<file path="src/rtl/mem_ctrl.sv">
// mem_ctrl -- byte-serial memory controller arbitrating an instruction-fetch
// port and a load/store port onto a single 8-bit RAM.
//
// Ports:
//   clk, rst         system clock; asynchronous active-high reset
//   if_req/if_addr   fetch request (always 4 bytes) and byte address
//   if_cancel        abandons a pending or in-flight fetch
//   if_done/if_data  one-cycle completion pulse and little-endian fetched word
//   mem_req/mem_we   load/store request, 1 = store
//   mem_len          00 = 1 byte, 01 = 2 bytes, 1x = 4 bytes
//   mem_addr         load/store byte address
//   mem_wdata        store data, byte i in bits [8i+7:8i]
//   mem_done         one-cycle completion pulse
//   mem_rdata        load data, zero-extended above the transferred bytes
//   ram_a/ram_wr     registered RAM byte address and write strobe
//   ram_dout         registered RAM write data
//   ram_din          RAM read data, valid one cycle after ram_a
//   busy             high whenever the controller is not idle
module mem_ctrl (
    input  logic        clk,
    input  logic        rst,
    input  logic        if_req,
    input  logic [31:0] if_addr,
    input  logic        if_cancel,
    output logic        if_done,
    output logic [31:0] if_data,
    input  logic        mem_req,
    input  logic        mem_we,
    input  logic [1:0]  mem_len,
    input  logic [31:0] mem_addr,
    input  logic [31:0] mem_wdata,
    output logic        mem_done,
    output logic [31:0] mem_rdata,
    output logic [31:0] ram_a,
    output logic        ram_wr,
    output logic [7:0]  ram_dout,
    input  logic [7:0]  ram_din,
    output logic        busy
);

    typedef enum logic [1:0] {
        IDLE   = 2'd0,
        IF_RD  = 2'd1,
        MEM_RD = 2'd2,
        MEM_WR = 2'd3
    } state_t;

    state_t      state, state_n;
    logic [2:0]  cnt, cnt_n;
    logic [2:0]  nbytes, nbytes_n;
    logic [31:0] wbuf, wbuf_n;
    logic [31:0] rbuf, rbuf_n;
    logic [31:0] rbuf_cap;
    logic [1:0]  rd_idx;
    logic [1:0]  wr_idx;

    logic [31:0] ram_a_n;
    logic        ram_wr_n;
    logic [7:0]  ram_dout_n;
    logic        if_done_n;
    logic        mem_done_n;
    logic [31:0] if_data_n;
    logic [31:0] mem_rdata_n;

    function automatic logic [2:0] len_to_bytes(input logic [1:0] len);
        case (len)
            2'b00:   len_to_bytes = 3'd1;
            2'b01:   len_to_bytes = 3'd2;
            default: len_to_bytes = 3'd4;
        endcase
    endfunction

    assign busy = (state != IDLE);

    // cnt = (cycle index within the transaction) - 1. In read states the
    // byte presented on ram_din during count c belongs to byte c-1, so
    // rbuf_cap merges it in; on the last count the merged word goes
    // straight to the output register alongside the done pulse.
    always_comb begin
        state_n     = state;
        cnt_n       = cnt;
        nbytes_n    = nbytes;
        wbuf_n      = wbuf;
        rbuf_n      = rbuf;
        ram_a_n     = ram_a;
        ram_wr_n    = 1'b0;
        ram_dout_n  = ram_dout;
        if_done_n   = 1'b0;
        mem_done_n  = 1'b0;
        if_data_n   = if_data;
        mem_rdata_n = mem_rdata;

        rd_idx   = cnt[1:0] - 2'd1;
        wr_idx   = cnt[1:0] + 2'd1;
        rbuf_cap = rbuf;
        rbuf_cap[{rd_idx, 3'b000} +: 8] = ram_din;

        case (state)
            IDLE: begin
                if (mem_req && !mem_done) begin
                    ram_a_n  = mem_addr;
                    cnt_n    = 3'd0;
                    nbytes_n = len_to_bytes(mem_len);
                    if (mem_we) begin
                        state_n    = MEM_WR;
                        wbuf_n     = mem_wdata;
                        ram_dout_n = mem_wdata[7:0];
                        ram_wr_n   = 1'b1;
                    end else begin
                        state_n = MEM_RD;
                        rbuf_n  = '0;
                    end
                end else if (if_req && !if_done && !if_cancel) begin
                    state_n  = IF_RD;
                    ram_a_n  = if_addr;
                    cnt_n    = 3'd0;
                    nbytes_n = 3'd4;
                    rbuf_n   = '0;
                end
            end

            IF_RD, MEM_RD: begin
                if (state == IF_RD && if_cancel) begin
                    // Flush: drop partial data, no done pulse.
                    state_n = IDLE;
                    cnt_n   = 3'd0;
                end else begin
                    if (cnt < nbytes - 3'd1) begin
                        ram_a_n = ram_a + 32'd1;
                    end
                    if (cnt != 3'd0) begin
                        rbuf_n = rbuf_cap;
                    end
                    if (cnt == nbytes) begin
                        state_n = IDLE;
                        cnt_n   = 3'd0;
                        if (state == IF_RD) begin
                            if_done_n = 1'b1;
                            if_data_n = rbuf_cap;
                        end else begin
                            mem_done_n  = 1'b1;
                            mem_rdata_n = rbuf_cap;
                        end
                    end else begin
                        cnt_n = cnt + 3'd1;
                    end
                end
            end

            MEM_WR: begin
                if (cnt < nbytes - 3'd1) begin
                    ram_a_n    = ram_a + 32'd1;
                    ram_dout_n = wbuf[{wr_idx, 3'b000} +: 8];
                    ram_wr_n   = 1'b1;
                    cnt_n      = cnt + 3'd1;
                end else begin
                    state_n    = IDLE;
                    cnt_n      = 3'd0;
                    mem_done_n = 1'b1;
                end
            end

            default: begin
                state_n = IDLE;
                cnt_n   = 3'd0;
            end
        endcase
    end

    always_ff @(posedge clk or posedge rst) begin
        if (rst) begin
            state     <= IDLE;
            cnt       <= '0;
            nbytes    <= '0;
            wbuf      <= '0;
            rbuf      <= '0;
            ram_a     <= '0;
            ram_wr    <= 1'b0;
            ram_dout  <= '0;
            if_done   <= 1'b0;
            mem_done  <= 1'b0;
            if_data   <= '0;
            mem_rdata <= '0;
        end else begin
            state     <= state_n;
            cnt       <= cnt_n;
            nbytes    <= nbytes_n;
            wbuf      <= wbuf_n;
            rbuf      <= rbuf_n;
            ram_a     <= ram_a_n;
            ram_wr    <= ram_wr_n;
            ram_dout  <= ram_dout_n;
            if_done   <= if_done_n;
            mem_done  <= mem_done_n;
            if_data   <= if_data_n;
            mem_rdata <= mem_rdata_n;
        end
    end

endmodule

</file>
<file path="config.mk">
export PLATFORM = sky130hd
export DESIGN_NAME = mem_ctrl
export DESIGN_NICKNAME = d
export VERILOG_FILES = /design/src/rtl/mem_ctrl.sv
export SDC_FILE = /design/constraint.sdc
export NUM_CORES = 1
export LEC_CHECK = 0
export CORE_ASPECT_RATIO = 1.25
export CORE_MARGIN = 4
export CORE_UTILIZATION = 51
export CTS_CLUSTER_DIAMETER = 30
export CTS_CLUSTER_SIZE = 16
export DETAILED_ROUTE_END_ITERATION = 6
export PLACE_DENSITY = 0.87
export SYNTH_ARGS = -nofsm -noshare
export SYNTH_HDL_FRONTEND = slang
export SYNTH_SLANG_ARGS = --single-unit
</file>
<file path="constraint.sdc">
create_clock -name clk -period 6.7 [get_ports clk]
set_input_delay 1.34 -clock clk [delete_from_list [all_inputs] [get_ports clk]]
set_output_delay 1.34 -clock clk [all_outputs]
set_load 0.005 [all_outputs]
</file>
### Yosys cells after proc, flatten, opt, wreduce, memory -nomap -nowiden

Cells that the tools add are included.

| storage, ports and cells | value |
|---|---|
| flip-flop bits (word level) | 179 |
| input bits | 112 |
| output and inout port bits | 108 |
| word-level logic and storage cells | 106 |

| operators by class | value |
|---|---|
| add/sub/neg operators | 6 |
| $lt $le $gt $ge | 1 |
| equality and inequality tests | 14 |
| shift operators | 3 |
| muxes and demuxes | 45 |
| bitwise logic cells | 2 |
| reductions and logical operators | 23 |

Operators with widths:

| operator | count |
|---|---|
| two-way mux 32 bit | 9 |
| one-hot mux 32 bit (3 select lines) | 1 |
| one-hot mux 32 bit (2 select lines) | 1 |
| adder 32 x 1 -> 32 bit (second input constant) | 1 |
| bitwise mux 32 bit | 1 |
| variable shift 8 x 7 -> 32 bit (first input constant) | 1 |
| variable part select 32 x 6 -> 8 bit | 1 |
| variable part select 8 x 7 -> 32 bit | 1 |
| two-way mux 8 bit | 3 |
| two-way mux 3 bit | 7 |
| one-hot mux 8 bit (2 select lines) | 1 |
| two-way mux 1 bit | 12 |
| != test 2 bit (second input constant) | 6 |
| AND reduction 4 bit | 3 |
| two-way mux 2 bit | 5 |
| != test 3 bit (second input constant) | 3 |
| one-hot mux 3 bit (3 select lines) | 1 |
| nonzero test 2 bit | 4 |
| negation 5 -> 7 bit | 1 |
| one-hot mux 2 bit (3 select lines) | 1 |
| one-hot mux 3 bit (2 select lines) | 1 |
| AND reduction 3 bit | 2 |
| AND reduction 5 bit | 1 |
| equality test 2 x 1 -> 1 bit (second input constant) | 2 |
| 15 further kinds | 25 |

### Longest topological paths before layout

Gate-level depths: netlist of the first run.

| depth | value |
|---|---|
| word-level depth | 7 |
| mapped depth | 11 |
| depth with buffers taken out | 9 |

### Worst setup path before layout of the first run

OpenSTA, ideal clock, no wires.

| path | value |
|---|---|
| path type | input to register |
| start point | input port if_cancel |
| end point | register rbuf[30] |
| library setup time | 0.135 ns |
| arrival time | 2.777 ns |
| data required time | 6.565 ns |
| setup slack | 3.789 ns |
| cell stages on the path | 7 |
| path buffers | 2 |
| cell sequence | or3b_4 > and3_4 > or3_1 > buf_2 > buf_6 > o21ai_1 > o31ai_2 |

| on the way | value |
|---|---|
| word-level cells in the longest chain between the ends | 4 |
| elaborated cells between the ends (all ways) | 6 |
| classes of those cells | eq/ne: 2; reduce/logical: 4 |

RTL lines:

| what | RTL line | source |
|---|---|---|
| start, declared | 24 | `input logic if_cancel,` |
| logical NOT 1 bit | 113 | `end else if (if_req && !if_done && !if_cancel) begin` |
| logical AND 1 bit | 113 |  |
| != test 3 bit (no line) | n/a |  |
| AND reduction 5 bit (no line) (*) | n/a |  |
| end signal, assigned | 189 | `rbuf <= rbuf_n;` |
| end, declared | 52 | `logic [31:0] rbuf, rbuf_n;` |

Every way passes the cells marked *; elsewhere a longest branch is shown, timed or not.
A chain may end at the register's enable or synchronous reset.

### Worst setup path after layout of the first run

| path | value |
|---|---|
| start point | input port if_cancel |
| end point | register ram_a[29] |

| on the way | value |
|---|---|
| word-level cells in the longest chain between the ends | 4 |
| elaborated cells between the ends (all ways) | 6 |
| classes of those cells | eq/ne: 2; reduce/logical: 4 |

RTL lines:

| what | RTL line | source |
|---|---|---|
| logical NOT 1 bit | 113 |  |
| logical AND 1 bit | 113 |  |
| != test 3 bit (no line) | n/a |  |
| AND reduction 2 bit (no line) (*) | n/a |  |
| end signal, assigned | 190 | `ram_a <= ram_a_n;` |
| end, declared | 34 | `output logic [31:0] ram_a,` |

Marked as above.

==> impl_metrics.toml, run 1 <==
[synth]
async_flop_share_pct = 100.0
synth.largest_area_cell = "dfrtp_1"
synth_ff_type = "dfrtp_1"
yosysTopAreaCellShare_pct = 48.33
synth_seq_cells = 179
synthesis.area_mm2 = 0.009269
avgSynthCellArea_um2 = 9.556
post-synth-top-count-cell = "nand2_1"
yosys_warnings = 0
synth_area_leaders = "dfrtp_1 48%, nand2_1 8.7%, mux2_2 7.2%"
syn_nets = 1097
synthCells = 970
synth_cell_types = 66
synth_edf_count = 0
yosys-top-cells-count = "214 x nand2_1, 179 x dfrtp_1, 59 x a21oi_1, 59 x mux2_2, 55 x o21ai_0"
seq_area_frac_synth_pct = 48.33

[floorplanning]
coreArea_mm2 = 0.01763
die_area_mm2 = 0.02041
die_y_um = 158.7
rows = 54
dieWidth_um = 128.6
initial_utilization_pct = 52.56
num_io_pins = 220

[setup_path]
arrival_ns = 4.19
crit_fanout = 29
path_class = "input port to flop"
cp_cell_sequence = "clkdlybuf4s50_1 -> or3b_4 -> a31oi_1 -> buf_4 -> a21boi_2 -> o21ai_0 -> a22oi_1"
slowest_delay_ns = 0.92
critPathSlowestCell = "a21boi_2"
worstSetupStartpointType = "input port"
required_ns = 7.04
worst_setup_path_end_kind = "flop"

[layout]
fillers = 1322
drive_above_1_share_pct = 11.43
final_area_mm2 = 0.01212
fin_nets = 1286
area_growth_pct = 30.80

[place]
placed_area_mm2 = 0.01155
dp_hpwl_mm = 18.46
portBuffers = 219
gp_congestion = 0.8362

[sta]
grt_setup_unrepaired = "false"
period_needed_ns = 3.848
setup-violations-final = 0
hold_viol = 0
slew_viol_final = 0
timing.fmax_ghz = 0.2599
whs_ns = 0.4770
slew_headroom_pct = 20.07
period_share_pct = 57.43
worstMarginPinSlew_ns = 1.199
finClkSkew_ns = 0.01276
tns_ns = 0

[drt]
wl_met2_mm = 13.53
routed_wl_mm = 25.86
firstDrtPassIters = 7
met3_length_mm = 1.684
vias = 8151
drt_iter0_drc = 588
via_per_inst = 5.835
wl_met1_mm = 9.880
wl_per_cell_um = 18.51
drc = 0
topRoutingLayerUsed = "met4"
postRouteAntennaNets = 0

[global_route]
grt_max_degree = 121
antenna_found_initial = 1
grt_pass1_vias = 8343
grt_usage_pct = 25.47
grt_overflow = 0
grt_pass1_wl_mm = 42.32

[pwr]
p_seq_share_pct = 34.3
netSwitchingFraction_pct = 40.22
power_frac_comb_pct = 47.9
power.switching_mw = 2.227
intPower_mw = 3.311
power_density_mw_per_mm2 = 456.8
p_leak_nw = 5.410
p_clk_share_pct = 17.8
power_mw = 5.538
irDropWorstVdd_mv = 0.3755

[run_status]
status = "complete, no violations"

[cts]
cts_root_buf = "clkbuf_16"
post_cts_buffers = 0
ctsResizeCount = 0
clk_pin_slew_ns = 0.07
cts_sinks = 179
cts_buffers = 17
ctsHtreeMaxLevel = 4
cts_hold_buf = 0
clk_path_buf_depth = 2
cts_tree = "yes"
clock_latency_ns = 0.44

[run]
drv_cap = 0

[min_path]
holdCritPathClass = "flop to flop"
cell type report:
class	instances	area (um2)	area share, %
flip-flops and latches	179	4479	36.95
clock inverters	15	145.1	1.197
clock buffers	17	425.4	3.509
diodes	1	2.502	0.02064
well taps	224	280.3	2.312
inverters	39	151.4	1.249
repair buffers	231	2282	18.82
multi-input cells	691	4358	35.94
kinds of logic after synthesis:
| logic type | count (synthesis) | share of synthesized area, % |
|---|---|---|
| AND/OR/NAND/NOR | 378 | 19.22 |
| AO/OA/AOI/OAI | 208 | 14.05 |
| flip-flops | 179 | 48.33 |
| buffers and inverters | 100 | 4.751 |
| multiplexers | 87 | 11.34 |
| adder cells (fa/ha/maj) | 15 | 2.025 |
| XOR/XNOR | 3 | 0.2835 |
state kept, by name, summed over array words and instances (netlist names):
register and flops:
ram_wr 1, mem_done 1, nbytes 3, ram_a 32, if_done 1, mem_rdata 32
wbuf 32, state 2, if_data 32, cnt 3, rbuf 32, ram_dout 8
placed cells by master (no fill, tap or decap), drive strengths merged, types with 16 or more instances in the layout:
cell type / instances
clkdlybuf4s50: 219
clkbuf: 17
mux2: 64
a21oi: 59
dfrtp: 179
nand2: 214
inv: 48
nand3: 29
a22o: 21
and3: 16
nor2: 29
nor3: 27
o21ai: 73
critical path: cells and delay by family:
family | cells | cell delay, ns
AO/OA/AOI/OAI | 4 | 1.65
buffers and inverters | 2 | 0.75
AND/OR/NAND/NOR | 1 | 0.46
path summary, 6_finish.rpt:
check | cells past startpoint | slack, ns | to | startpoint
max | 7 | 2.85 | ram_a[29] | if_cancel
min | 2 | 0.48 | wbuf[19] | wbuf[19]
max reg2reg | 5 | 3.15 | rbuf[23] | cnt[0]
min reg2reg | 2 | 0.48 | wbuf[19] | wbuf[19]
max in group asynchronous | 3 | 3.76 | wbuf[25] | rst
min in group asynchronous | 2 | 1.55 | ram_a[21] | rst
per-layer routing:
layer	vias up	GRT usage (%)
met4	0	8.405
met2	326	44.64
met5	-	0
li1	3795	-
met3	72	6.015
met1	3958	30.56
per-stage QoR:
| stage | util (%) | std cells | worst slack [ns] |
|---|---|---|---|
| after CTS | 68.74 | 1396 | 2.959 |
| after detailed placement | 65.50 | 1364 | 2.504 |
| after global placement | 65.50 | 1364 | 2.633 |
| final | 68.75 | 1397 | 2.852 |
| after floorplan | - | 970 | 0.5014 |
| after global routing | 68.75 | 1397 | 2.629 |
power by group through the flow:
stage                     combinational (mW)  clock, mW  sequential [mW]
after floorplan                         1.68          0             1.82
after global placement                  2.55          0             1.89
after detailed placement                2.65          0             1.91
after CTS                               2.66      0.997             1.89
after global routing                    2.93       1.05             1.96
final                                   2.65      0.985             1.90
No activity file was read; power rests on OpenSTA's default activity.
==> run 2: changes to the inputs <==
==> constraint.sdc (replaced) <==
create_clock -name clk -period 3.9 [get_ports clk]
set_input_delay 0.78 -clock clk [delete_from_list [all_inputs] [get_ports clk]]
set_output_delay 0.78 -clock clk [all_outputs]
set_load 0.005 [all_outputs]
==> impl_metrics.toml, run 2 (same netlist as run 1, synthesis figures left out) <==
[global_route]
grt_usage_pct = 25.05
grt_max_degree = 180
grt_overflow = 0
grt_pass1_wl_mm = 41.28
grt_pass1_vias = 7958
antenna_found_initial = 0

[setup_path]
r2r_setup_slack_ns = 0.98
rr_endpoint = "rbuf[31]"
critPathSlowestCell = "clkdlybuf4s50_1"
crit_top_cell = "inv_1"
cp_cell_sequence = "inv_1 -> ha_2 -> inv_1 -> clkdlybuf4s50_1"
startpoint = "state[0]"
cp-endpoint = "busy"
crit_buf_inv = 3
cp_top_family = "buffers and inverters"
required_ns = 3.12
worstSetupStartpointType = "flop"
worst_setup_path_end_kind = "output pin"
rr_worst_depth = 8
slowest_delay_ns = 0.56
crit_fanout = 28
path_class = "flop to output pin"
timing.rr.start = "cnt[0]"
arrival_ns = 2.43
cp.depth = 4

[cts]
post_cts_buffers = 0
clk_pin_slew_ns = 0.07
cts_buffers = 17
clock_latency_ns = 0.43
ctsResizeCount = 0
cts_tree = "yes"
clk_path_buf_depth = 2
ctsHtreeMaxLevel = 4
cts_sinks = 179
cts_hold_buf = 0
cts_root_buf = "clkbuf_16"

[drt]
vias = 8194
postRouteAntennaNets = 0
wl_per_cell_um = 18.56
via_per_inst = 5.853
firstDrtPassIters = 5
drc = 0
routed_wl_mm = 25.98
drt_iter0_drc = 766

[place]
dp_hpwl_mm = 18.10
portBuffers = 219
dp_slack_ns = 0.5310
gp_congestion = 0.8410
dp_cells = 1370

[layout]
fin_nets = 1292
fin_util_pct = 68.94
area_growth_pct = 31.17
mostFrequentLayoutCell = "clkdlybuf4s50_1"
drive_above_1_share_pct = 11.73
layout_common_cells = "219 x clkdlybuf4s50_1, 214 x nand2_1, 179 x dfrtp_1, 59 x a21oi_1, 59 x mux2_2"
n_antenna_cell = 0
instances_no_fill = 1400

[run]
drv_cap = 0

[sta]
finClkSkew_ns = 0.01286
whs_ns = 0.4746
period_share_pct = 82.35
hold_viol = 0
slew_headroom_pct = 19.05
tns_ns = 0
setup-violations-final = 0
slew_viol_final = 0
timing.fmax_ghz = 0.3114
period_needed_ns = 3.212
setup_slack_ns = 0.6885
grt_setup_unrepaired = "false"
worstMarginPinSlew_ns = 1.214

[floorplanning]
initial_utilization_pct = 52.56
dieWidth_um = 128.6
coreArea_mm2 = 0.01763
die_y_um = 158.7
die_area_mm2 = 0.02041
rows = 54
num_io_pins = 220

[min_path]
holdCritPathClass = "flop to flop"

[run_status]
status = "complete, no violations"

[pwr]
power_density_mw_per_mm2 = 784.9
p_leak_nw = 5.412
irDropWorstVdd_mv = 0.4463
==> run 2: changes by cell type in the layout (fill, tap and decap cells not counted) <==
cell,previous run,this run
inv_8,2,0
buf_12,0,1
clkinv_2,3,1
clkinvlp_4,1,6
diode_2,1,0
inv_6,8,5
buf_4,12,17
==> run 2: cell type report <==
type / instances / area (um2)
Clock buffer: 17 / 425.4
Multi-Input combinational cell: 691 / 4358
Fill cell: 1321 / 5477
Clock inverter: 13 / 125.1
Timing Repair Buffer: 237 / 2340
Tap cell: 224 / 280.3
Inverter: 39 / 150.1
Sequential cell: 179 / 4479
==> run 2: worst reg2reg max path: stages, from the launching register on <==
cell,delay (ns)
dfrtp_1,0.37
buf_4,0.23
inv_1,0.14
ha_1,0.38
nand2b_1,0.10
a31oi_1,0.20
or3_1,0.95
o21ai_0,0.24
a22o_1,0.22
==> run 2: worst min-delay path by stage <==
stage | end | cells after the start | slack [ns] | from
after floorplan | wbuf[24] | 2 | 0.44 | wbuf[24]
after global placement | wbuf[0] | 2 | 0.45 | wbuf[0]
after detailed placement | wbuf[20] | 2 | 0.46 | wbuf[20]
after CTS | wbuf[20] | 2 | 0.48 | wbuf[20]
after global routing | wbuf[29] | 2 | 0.50 | wbuf[29]
final | wbuf[20] | 2 | 0.47 | wbuf[20]
==> run 2: power by group <==
group          internal [mW]  switching (mW)  leakage (nW)  total [mW]
Combinational           2.22            2.44          2.89        4.66
Clock                  0.882           0.767         0.255        1.65
Sequential              2.61           0.629          2.27        3.24
Total                   5.71            3.83          5.41        9.54
==> run 2: metrics by stage <==
stage	area, um2	power [mW]
3_3_place_gp	11610	7.659
2_1_floorplan	9273	6.010
6_report	12160	9.543
5_1_grt	12160	10.17
3_5_place_dp	11610	7.862
4_1_cts	12160	9.543
==> run 2: routing by layer <==
layer	track usage, %	routed length (um)	share of wire, %
met5	0	0	0
met2	43.36	13510	52
met4	7.784	580	2.2
met3	6.250	2142	8.2
met1	30.60	9744	38
==> run 3: changes to the inputs <==
--- a/config.mk
+++ b/config.mk
@@ -7,11 +7,11 @@
 export LEC_CHECK = 0
 export CORE_ASPECT_RATIO = 1.25
 export CORE_MARGIN = 4
-export CORE_UTILIZATION = 51
+export CORE_UTILIZATION = 46
 export CTS_CLUSTER_DIAMETER = 30
 export CTS_CLUSTER_SIZE = 16
 export DETAILED_ROUTE_END_ITERATION = 6
-export PLACE_DENSITY = 0.87
+export PLACE_DENSITY = 0.83
 export SYNTH_ARGS = -nofsm -noshare
 export SYNTH_HDL_FRONTEND = slang
 export SYNTH_SLANG_ARGS = --single-unit
==> constraint.sdc (replaced) <==
create_clock -name clk -period 2.83 [get_ports clk]
set_input_delay 0.566 -clock clk [delete_from_list [all_inputs] [get_ports clk]]
set_output_delay 0.566 -clock clk [all_outputs]
set_load 0.005 [all_outputs]
==> impl_metrics.toml, run 3 (same netlist as run 1, synthesis figures left out) <==
[sta]
finClkSkew_ns = 0.01096
setup-violations-final = 0
slew_headroom_pct = 51.62
slew_viol_final = 0
timing.fmax_ghz = 0.3909
worstMarginPinSlew_ns = 0.7257
setup_slack_ns = 0.2716
period_needed_ns = 2.558
period_share_pct = 90.40
whs_ns = 0.4742
grt_setup_unrepaired = "false"
hold_viol = 0

[drt]
via_per_inst = 5.583
wl_met1_mm = 9.735
drt_iter0_drc = 643
routed_wl_mm = 25.80
wl_met2_mm = 13.36
drc = 0
vias = 8134
firstDrtPassIters = 5
met3_length_mm = 1.750
wl_per_cell_um = 17.70
topRoutingLayerUsed = "met4"
postRouteAntennaNets = 0

[run]
drv_cap = 0

[global_route]
grt_pass1_wl_mm = 41.75
grt_usage_pct = 23.13
grt_overflow = 0
antenna_found_initial = 0
grt_pass1_vias = 8225
grt_max_degree = 52

[layout]
mostFrequentLayoutCell = "clkdlybuf4s50_1"
n_antenna_cell = 0
final_area_mm2 = 0.01246
fin_nets = 1306
drive_above_1_share_pct = 12.92
area_growth_pct = 34.42
layout_common_cells = "219 x clkdlybuf4s50_1, 214 x nand2_1, 179 x dfrtp_1, 59 x a21oi_1, 59 x mux2_2"
instances_no_fill = 1457

[pwr]
power_mw = 13.47
netSwitchingFraction_pct = 39.21
p_seq_share_pct = 33.0
p_clk_share_pct = 18.0
power_frac_comb_pct = 49.0
p_leak_nw = 5.549
power_density_mw_per_mm2 = 1081
intPower_mw = 8.188
irDropWorstVdd_mv = 0.6134
power.switching_mw = 5.282

[floorplanning]
initial_utilization_pct = 47.26
die_area_mm2 = 0.02250
num_io_pins = 220
coreArea_mm2 = 0.01961
rows = 57
die_y_um = 166.7
dieWidth_um = 135.0

[min_path]
holdCritPathClass = "flop to flop"
hold_depth = 2

[cts]
post_cts_buffers = 0
ctsResizeCount = 0
ctsHtreeMaxLevel = 4
cts_tree = "yes"
cts_hold_buf = 0
cts_root_buf = "clkbuf_16"
clk_pin_slew_ns = 0.07
clk_path_buf_depth = 2
cts_sinks = 179
cts_buffers = 17
clock_latency_ns = 0.43

[place]
portBuffers = 219
placed_area_mm2 = 0.01185
dp_cells = 1425
gp_congestion = 0.8699
dp_hpwl_mm = 19.03
dp_slack_ns = 0.1493

[run_status]
status = "complete, no violations"

[setup_path]
rr_worst_depth = 9
worstSetupStartpointType = "flop"
crit_fanout = 12
required_ns = 2.26
arrival_ns = 1.99
worst_setup_path_end_kind = "output pin"
path_class = "flop to output pin"
==> run 3: worst max-delay path, cell delays in order, from the launching register on <==
cell	delay (ns)
dfrtp_1	0.44
inv_1	0.07
ha_2	0.27
inv_1	0.24
clkdlybuf4s50_1	0.56
==> run 3: per-stage QoR <==
stage	TNS, ns	utilization [%]
final	0	63.53
after global routing	0	63.53
after CTS	0	63.53
after detailed placement	0	60.43
after global placement	0	60.43
after floorplan	-5.477	-
==> run 3: per-layer routing <==
layer	up-vias	GRT usage [%]
met5	-	0
li1	3836	-
met2	316	40.61
met1	3915	26.58
met4	0	10.83
met3	67	5.281
==> run 3: path summary, 6_finish.rpt <==
| kind | to | slack, ns | from |
|---|---|---|---|
| worst max-delay path | busy | 0.27 | state[0] |
| worst min-delay path | wbuf[23] | 0.47 | wbuf[23] |
| worst max register to register | cnt[2] | 0.28 | nbytes[1] |
| worst min register to register | wbuf[23] | 0.47 | wbuf[23] |
| max in group asynchronous | ram_a[15] | 1.59 | rst |
| min in group asynchronous | mem_rdata[11] | 0.57 | rst |
==> run 3: cell type report <==
cell class / instances / area [um2]
Multi-Input combinational cell: 691 / 4358
Tap cell: 265 / 331.6
Fill cell: 1616 / 7153
Sequential cell: 179 / 4479
Inverter: 39 / 150.1
Clock buffer: 18 / 439.2
Clock inverter: 14 / 168.9
Timing Repair Buffer: 251 / 2532
==> run 3: power groups by stage <==
stage | logic, mW | registers, mW | clock network (mW)
final | 6.60 | 4.45 | 2.42
after global routing | 7.27 | 4.58 | 2.58
after CTS | 6.64 | 4.43 | 2.47
after detailed placement | 6.61 | 4.46 | 0
after global placement | 6.40 | 4.42 | 0
after floorplan | 3.98 | 4.30 | 0
